## config.mk

```make
export PLATFORM = sky130hd
export DESIGN_NAME = pipe_ctrl
export DESIGN_NICKNAME = d
export VERILOG_FILES = /design/src/rtl/eightbit_pkg.sv /design/src/rtl/pipe_ctrl_scoreboard.sv /design/src/rtl/pipe_ctrl.sv
export SDC_FILE = /design/constraint.sdc
export NUM_CORES = 1
export LEC_CHECK = 0
export ABC_AREA = 1
export BUFFER_PORTS_ARGS = -buffer_cell sky130_fd_sc_hd__buf_2
export CAP_MARGIN = 25
export CORE_MARGIN = 5
export CORE_UTILIZATION = 56
export CTS_CLUSTER_DIAMETER = 40
export CTS_CLUSTER_SIZE = 25
export DETAILED_ROUTE_END_ITERATION = 12
export GPL_TIMING_DRIVEN = 0
export PLACE_DENSITY = 0.86
export SYNTH_ARGS = -nofsm -noshare
export SYNTH_HDL_FRONTEND = slang
export SYNTH_SLANG_ARGS = --single-unit
```

## constraint.sdc

```tcl
create_clock -name clk -period 1.55 [get_ports clk]
set_input_delay 0.0775 -clock clk [delete_from_list [all_inputs] [get_ports clk]]
set_output_delay 0.0775 -clock clk [all_outputs]
set_load 0.01 [all_outputs]
```

## src/rtl/eightbit_pkg.sv

```systemverilog
// Shared definitions for the four-stage pipeline controller: stage-state encodings,
// instruction step size, register-index width and opcode constants.
package eightbit_pkg;

    // A stage's state is the pair {en, ready}.
    typedef enum logic [1:0] {
        ST_IDLE      = 2'b00,
        ST_RESETTING = 2'b01,
        ST_BUSY      = 2'b10,
        ST_COMPLETE  = 2'b11
    } stage_st_e;

    localparam int unsigned PC_STEP_BYTES = 2;
    localparam int unsigned REG_IDX_W     = 4;

    typedef enum logic [3:0] {
        OP_NOP    = 4'h0,
        OP_ALU    = 4'h1,
        OP_LOAD   = 4'h2,
        OP_STORE  = 4'h3,
        OP_BRANCH = 4'h4,
        OP_JUMP   = 4'h5
    } opcode_e;

    function automatic stage_st_e stage_of(input logic en, input logic ready);
        return stage_st_e'({en, ready});
    endfunction

endpackage

```

## src/rtl/pipe_ctrl_scoreboard.sv

```systemverilog
// Pending-write tracker: one bit per register, set when a writer enters exec,
// cleared when it retires or is flushed; two read ports feed the hazard check.
module scoreboard #(
    parameter int unsigned REG_CNT = 16,
    parameter int unsigned IDX_W   = 4
) (
    input  logic             clk,
    input  logic             rst,
    input  logic             set_en,
    input  logic [IDX_W-1:0] set_idx,
    input  logic             clr_en,
    input  logic [IDX_W-1:0] clr_idx,
    input  logic [IDX_W-1:0] rd0_idx,
    input  logic [IDX_W-1:0] rd1_idx,
    output logic             rd0_pend,
    output logic             rd1_pend
);

    logic [REG_CNT-1:0] sb_q;
    logic [REG_CNT-1:0] sb_d;

    always_comb begin
        sb_d = sb_q;
        if (clr_en) begin
            sb_d[clr_idx] = 1'b0;
        end
        // Applied after the clear so a new writer keeps its bit when an older one retires.
        if (set_en) begin
            sb_d[set_idx] = 1'b1;
        end
    end

    always_ff @(posedge clk or negedge rst) begin
        if (!rst) begin
            sb_q <= '0;
        end else begin
            sb_q <= sb_d;
        end
    end

    assign rd0_pend = sb_q[rd0_idx];
    assign rd1_pend = sb_q[rd1_idx];

endmodule

```

## src/rtl/pipe_ctrl.sv

```systemverilog
// Four-stage pipeline controller: registered stage enables, handoff strobes,
// fetch PC, RAW hazard stall via the scoreboard, and exec-driven redirect.
module pipe_ctrl
    import eightbit_pkg::*;
#(
    parameter int unsigned PC_W    = 8,
    parameter int unsigned REG_CNT = 16,
    parameter int unsigned PC_STEP = PC_STEP_BYTES
) (
    input  logic                 clk,
    input  logic                 rst,
    input  logic                 fetch_ready,
    input  logic                 decode_ready,
    input  logic                 exec_ready,
    input  logic                 wb_ready,
    output logic                 fetch_en,
    output logic                 decode_en,
    output logic                 exec_en,
    output logic                 wb_en,
    input  logic [REG_IDX_W-1:0] dec_rd,
    input  logic [REG_IDX_W-1:0] dec_rs0,
    input  logic [REG_IDX_W-1:0] dec_rs1,
    input  logic                 dec_writes,
    input  logic [1:0]           dec_reads,
    input  logic                 exec_flush,
    input  logic [PC_W-1:0]      exec_pc,
    output logic [PC_W-1:0]      pc,
    output logic                 ld_decode,
    output logic                 ld_exec,
    output logic                 ld_wb,
    output logic                 hazard
);

    logic [PC_W-1:0]      pc_q, pc_d;
    logic                 fetch_en_q, fetch_en_d;
    logic                 decode_en_q, decode_en_d;
    logic                 exec_en_q, exec_en_d;
    logic                 wb_en_q, wb_en_d;
    logic [REG_IDX_W-1:0] exec_rd_q, exec_rd_d;
    logic                 exec_wr_q, exec_wr_d;
    logic [REG_IDX_W-1:0] wb_rd_q, wb_rd_d;
    logic                 wb_wr_q, wb_wr_d;

    stage_st_e fetch_st, decode_st, exec_st, wb_st;
    logic      fetch_go, decode_go, exec_go, wb_done, flush;
    logic      rs0_pend, rs1_pend;
    logic      sb_set, sb_clr;
    logic [REG_IDX_W-1:0] sb_clr_idx;

    assign fetch_st  = stage_of(fetch_en_q, fetch_ready);
    assign decode_st = stage_of(decode_en_q, decode_ready);
    assign exec_st   = stage_of(exec_en_q, exec_ready);
    assign wb_st     = stage_of(wb_en_q, wb_ready);

    always_comb begin
        hazard    = (decode_st == ST_COMPLETE) &&
                    ((dec_reads[0] && rs0_pend) || (dec_reads[1] && rs1_pend));
        exec_go   = (exec_st == ST_COMPLETE) && (wb_st == ST_IDLE || wb_st == ST_RESETTING);
        flush     = exec_go && exec_flush;
        decode_go = (decode_st == ST_COMPLETE) && (exec_st == ST_IDLE || exec_st == ST_RESETTING)
                    && !hazard && !flush;
        fetch_go  = (fetch_st == ST_COMPLETE) && (decode_st == ST_IDLE) && !flush;
        wb_done   = (wb_st == ST_COMPLETE);
    end

    // Retire and flush clears are mutually exclusive: a flush needs wb free, a retire needs wb busy.
    assign sb_set     = decode_go && dec_writes;
    assign sb_clr     = (flush && exec_wr_q) || (wb_done && wb_wr_q);
    assign sb_clr_idx = flush ? exec_rd_q : wb_rd_q;

    always_comb begin
        pc_d        = pc_q;
        fetch_en_d  = fetch_en_q;
        decode_en_d = decode_en_q;
        exec_en_d   = exec_en_q;
        wb_en_d     = wb_en_q;
        exec_rd_d   = exec_rd_q;
        exec_wr_d   = exec_wr_q;
        wb_rd_d     = wb_rd_q;
        wb_wr_d     = wb_wr_q;
        if (fetch_st == ST_IDLE) begin
            fetch_en_d = 1'b1;
        end
        if (fetch_go) begin
            fetch_en_d  = 1'b0;
            decode_en_d = 1'b1;
            pc_d        = pc_q + PC_W'(PC_STEP);
        end
        if (decode_go) begin
            decode_en_d = 1'b0;
            exec_en_d   = 1'b1;
            exec_rd_d   = dec_rd;
            exec_wr_d   = dec_writes;
        end
        if (exec_go) begin
            exec_en_d = 1'b0;
            wb_en_d   = !exec_flush;
            wb_rd_d   = exec_rd_q;
            wb_wr_d   = exec_wr_q && !exec_flush;
        end
        if (wb_done) begin
            wb_en_d = 1'b0;
        end
        if (flush) begin
            pc_d        = exec_pc;
            fetch_en_d  = 1'b0;
            decode_en_d = 1'b0;
        end
    end

    always_ff @(posedge clk or negedge rst) begin
        if (!rst) begin
            pc_q        <= '0;
            fetch_en_q  <= 1'b0;
            decode_en_q <= 1'b0;
            exec_en_q   <= 1'b0;
            wb_en_q     <= 1'b0;
            exec_rd_q   <= '0;
            exec_wr_q   <= 1'b0;
            wb_rd_q     <= '0;
            wb_wr_q     <= 1'b0;
        end else begin
            pc_q        <= pc_d;
            fetch_en_q  <= fetch_en_d;
            decode_en_q <= decode_en_d;
            exec_en_q   <= exec_en_d;
            wb_en_q     <= wb_en_d;
            exec_rd_q   <= exec_rd_d;
            exec_wr_q   <= exec_wr_d;
            wb_rd_q     <= wb_rd_d;
            wb_wr_q     <= wb_wr_d;
        end
    end

    scoreboard #(
        .REG_CNT (REG_CNT),
        .IDX_W   (REG_IDX_W)
    ) u_sb (
        .clk      (clk),
        .rst      (rst),
        .set_en   (sb_set),
        .set_idx  (dec_rd),
        .clr_en   (sb_clr),
        .clr_idx  (sb_clr_idx),
        .rd0_idx  (dec_rs0),
        .rd1_idx  (dec_rs1),
        .rd0_pend (rs0_pend),
        .rd1_pend (rs1_pend)
    );

    assign pc        = pc_q;
    assign fetch_en  = fetch_en_q;
    assign decode_en = decode_en_q;
    assign exec_en   = exec_en_q;
    assign wb_en     = wb_en_q;
    assign ld_decode = fetch_go;
    assign ld_exec   = decode_go;
    assign ld_wb     = exec_go;

endmodule

```

==> impl_metrics.env <==
export IMPL_n_antenna_cell=0
export IMPL_cap_violations=0
export IMPL_grt_start_max_net_pins=39
export IMPL_cts_tree="built"
export IMPL_period_share_pct=116
export IMPL_place_area_um2=2720
export IMPL_nets=424
export IMPL_multi_input_area_um2=1380
export IMPL_setup_viol_count_final=21
export IMPL_syn_area_um2=2440
export IMPL_ff_latch_area_um2=951
export IMPL_r2r_slack_ns=-0.25
export IMPL_finalCoreUtilization_pct=73.5
export IMPL_syn_to_final_growth_pct=29.4
export IMPL_synth_edf_count=0
export IMPL_yosysWarningCount=0
export IMPL_clkLatencyLatePin_ns=0.29
export IMPL_postLayoutCellArea_um2=3150
export IMPL_ys_top_cells_by_area="dfrtp_1, nand2_1, nand3_2"
export IMPL_relSlewSlack_pct=43.8
export IMPL_hpwl_um=4280
export IMPL_failed_checks="negative setup slack"
export IMPL_path_clk_slew_ns=0.07
export IMPL_gr_usage_all_layers_pct=21.1
export IMPL_seq_power_share_pct=37.1
export IMPL_core_area_um2=4290
export IMPL_intPower_uw=2550
export IMPL_start_util_pct=56.8
export IMPL_skew_ns=0.00777
export IMPL_p_switching_uw=1990
export IMPL_drt_pass1_iterations=5
export IMPL_io_pins=46
export IMPL_fmax_ghz=0.556
export IMPL_final_common_cell="nand2_1"
export IMPL_reg2reg_from="wb_en"
export IMPL_layout_common_cells="nand2_1, buf_2, dfrtp_1, inv_1, nand3_2"
export IMPL_ys_flop_type="dfrtp_1"
export IMPL_ys_types=29
export IMPL_root_buffer="clkbuf_8"
export IMPL_avgSynthCellArea_um2=7.45
export IMPL_final_cells=445
export IMPL_cpMostUsedCell="nand2_1"
export IMPL_htree_levels=2
export IMPL_ir_drop_mv=1.04
export IMPL_portBuffers=42
export IMPL_synthCells=327
export IMPL_final_hold_viol_count=0
export IMPL_antenna_found_initial=0
export IMPL_ys_seq_area_share_pct=39.0
export IMPL_critical_path_startpoint_type="flip-flop"
export IMPL_gp_congestion=0.884
export IMPL_worst_slew_pin_slew_ns=0.843
export IMPL_synth_seq_cells=38
export IMPL_synth_top_cell_area_share_pct=39.0
export IMPL_holdPathStages=3
export IMPL_fin_setup_tns_ns=-2.21
export IMPL_ant_nets=0
export IMPL_grt_pass1_wl_um=10100
export IMPL_finalWorstSetupSlack_ns=-0.250
export IMPL_path_class="reg2reg"
export IMPL_cp_arrival_ns=1.96
export IMPL_min_to="pc[2]"
export IMPL_synth_nets=358
export IMPL_drt_initial_drc_count=163
export IMPL_fp_dieH_um=76.0
export IMPL_slew_violations=0
export IMPL_cts_buffer_depth=2
export IMPL_layout_drive_gt1_share_pct=35.4
export IMPL_endpoint_kind="flip-flop"
export IMPL_fin_crit_ns=1.80
export IMPL_grt_overflow=0
export IMPL_drcViolationCount=0
export IMPL_place_inst=421
export IMPL_synthArstFlopShare_pct=100
export IMPL_dieWidth_um=76.0
export IMPL_grt_setup_unrepaired="true"
export IMPL_dieArea_um2=5770
export IMPL_crit_fanout=6
export IMPL_leakagePower_uw=0.00161
export IMPL_slowest_delay_ns=0.41
export IMPL_avgRoutedWirePerCell_um=15.1
export IMPL_drt_wl_total_um=6700
export IMPL_n_fill_cell=305
export IMPL_required_ns=1.71
export IMPL_powerDensity_nw_per_um2=1440
export IMPL_cts_sinks=38
export IMPL_hp_class="in2reg"
export IMPL_p_comb_share_pct=48.9
export IMPL_pwr_share_clk_pct=14.0
export IMPL_num_vias=2386
export IMPL_path_cells="inv_2 > nand3_4 > inv_4 > nand2_8 > buf_8 > nand2_1 > o21ai_4 > inv_2 > nand2_1 > o21ai_0 > nand2_1"
export IMPL_vias_per_cell=5.36
export IMPL_grt_pass1_vias=2197
export IMPL_synth_top_area_cell="dfrtp_1"
export IMPL_switching_share_pct=43.9
export IMPL_hp_start="exec_pc[2]"
export IMPL_r2r_cells=11
export IMPL_status="complete, but fails checks"
export IMPL_cp_startpoint="wb_en"
export IMPL_numCtsBuffers=5
export IMPL_rows=24
export IMPL_slowest_stage="dfrtp_1"
export IMPL_r2r_end="u_sb.sb_q[3]"
[metal layers]
metal	part of all wire, %	global-route usage, %	routed length (um)
met1	40	26.5	2660
met2	53	35.8	3560
met5	0	0	0
met4	1.6	6.76	108
met3	5.5	4.61	370
[cell families after synthesis]
family,after synthesis,synth area share (%)
AOI/OAI and AO/OA,40,9.34
xor gates and xnor gates,4,1.44
adders and majority gates,1,0.513
buffers and inverters,58,11.9
DFF,38,39.0
and+or+nand+nor,186,37.8
[power groups by stage]
stage	combinational (uW)	clock, uW	sequential (uW)
2_1_floorplan	1160	0	1680
3_3_place_gp	1630	0	1650
3_5_place_dp	1680	0	1670
4_1_cts	1850	644	1650
5_1_grt	2450	684	1730
6_report	2220	636	1680
[state kept, by name (all words and copies together) (netlist names), 4 cells and up]
signal     count
exec_rd_q      4
u_sb.sb_q     16
pc             8
wb_rd_q        4
[cell usage after synthesis, types with 2 or more instances]
library cell	instances
nor3_1	2
nand2_1	102
buf_4	2
xor2_1	3
nand3_2	22
o21ai_1	10
nor2_1	23
nand2_2	3
o21ai_2	4
buf_6	3
nand2_4	2
nand3_1	28
o31ai_1	4
a21oi_1	5
inv_2	6
inv_1	41
o21ai_0	16
clkbuf_1	2
inv_8	2
dfrtp_1	38
[what timing repair did]
action / in CTS / in global routing
setup endpoints to repair: 18 / 30
gates resized for setup: 15 / 39
pin swaps: 11 / 19
buffers inserted: 6 / 5
hold buffers: 5 / 0
gates cloned: 0 / 1
endpoints found under the hold margin: 42 / 0
[how the worst max path moves through the flow]
stage | endpoint | slack, ns | cells after the start
3_5_place_dp | u_sb.sb_q[12] | -0.12 | 8
4_1_cts | ld_exec | -0.14 | 11
6_report | u_sb.sb_q[3] | -0.25 | 11
2_1_floorplan | u_sb.sb_q[13] | 0.006 | 9
3_3_place_gp | u_sb.sb_q[7] | -0.08 | 8
5_1_grt | u_sb.sb_q[3] | -0.34 | 11
[critical path, delay by kind of cell, from the launching register on]
family                 cells  cell delay, ns
buffers and inverters      4            0.41
AO/OA/AOI/OAI              2            0.35
flip-flops                 1            0.41
AND/OR/NAND/NOR            5            0.49
[per-stage QoR]
step	total power [uW]	hold slack (ns)	setup WS, ns
finish	4540	0.00551	-0.250
floorplan	2840	-0.218	0.00622
global route	4860	0.0168	-0.338
detailed placement	3350	0.220	-0.125
CTS	4150	0.00523	-0.136
global placement	3280	0.209	-0.0810
[area by class of cell]
| class | instances | area share [%] |
|---|---|---|
| Buffer | 9 | 3.05 |
| Clock buffer | 7 | 2.42 |
| Inverter | 49 | 6.55 |
| Multi-Input combinational cell | 231 | 43.7 |
| Sequential cell | 38 | 30.1 |
| Tap cell | 52 | 2.06 |
| Timing Repair Buffer | 59 | 12.1 |
No activity file was read; power rests on OpenSTA's default activity.
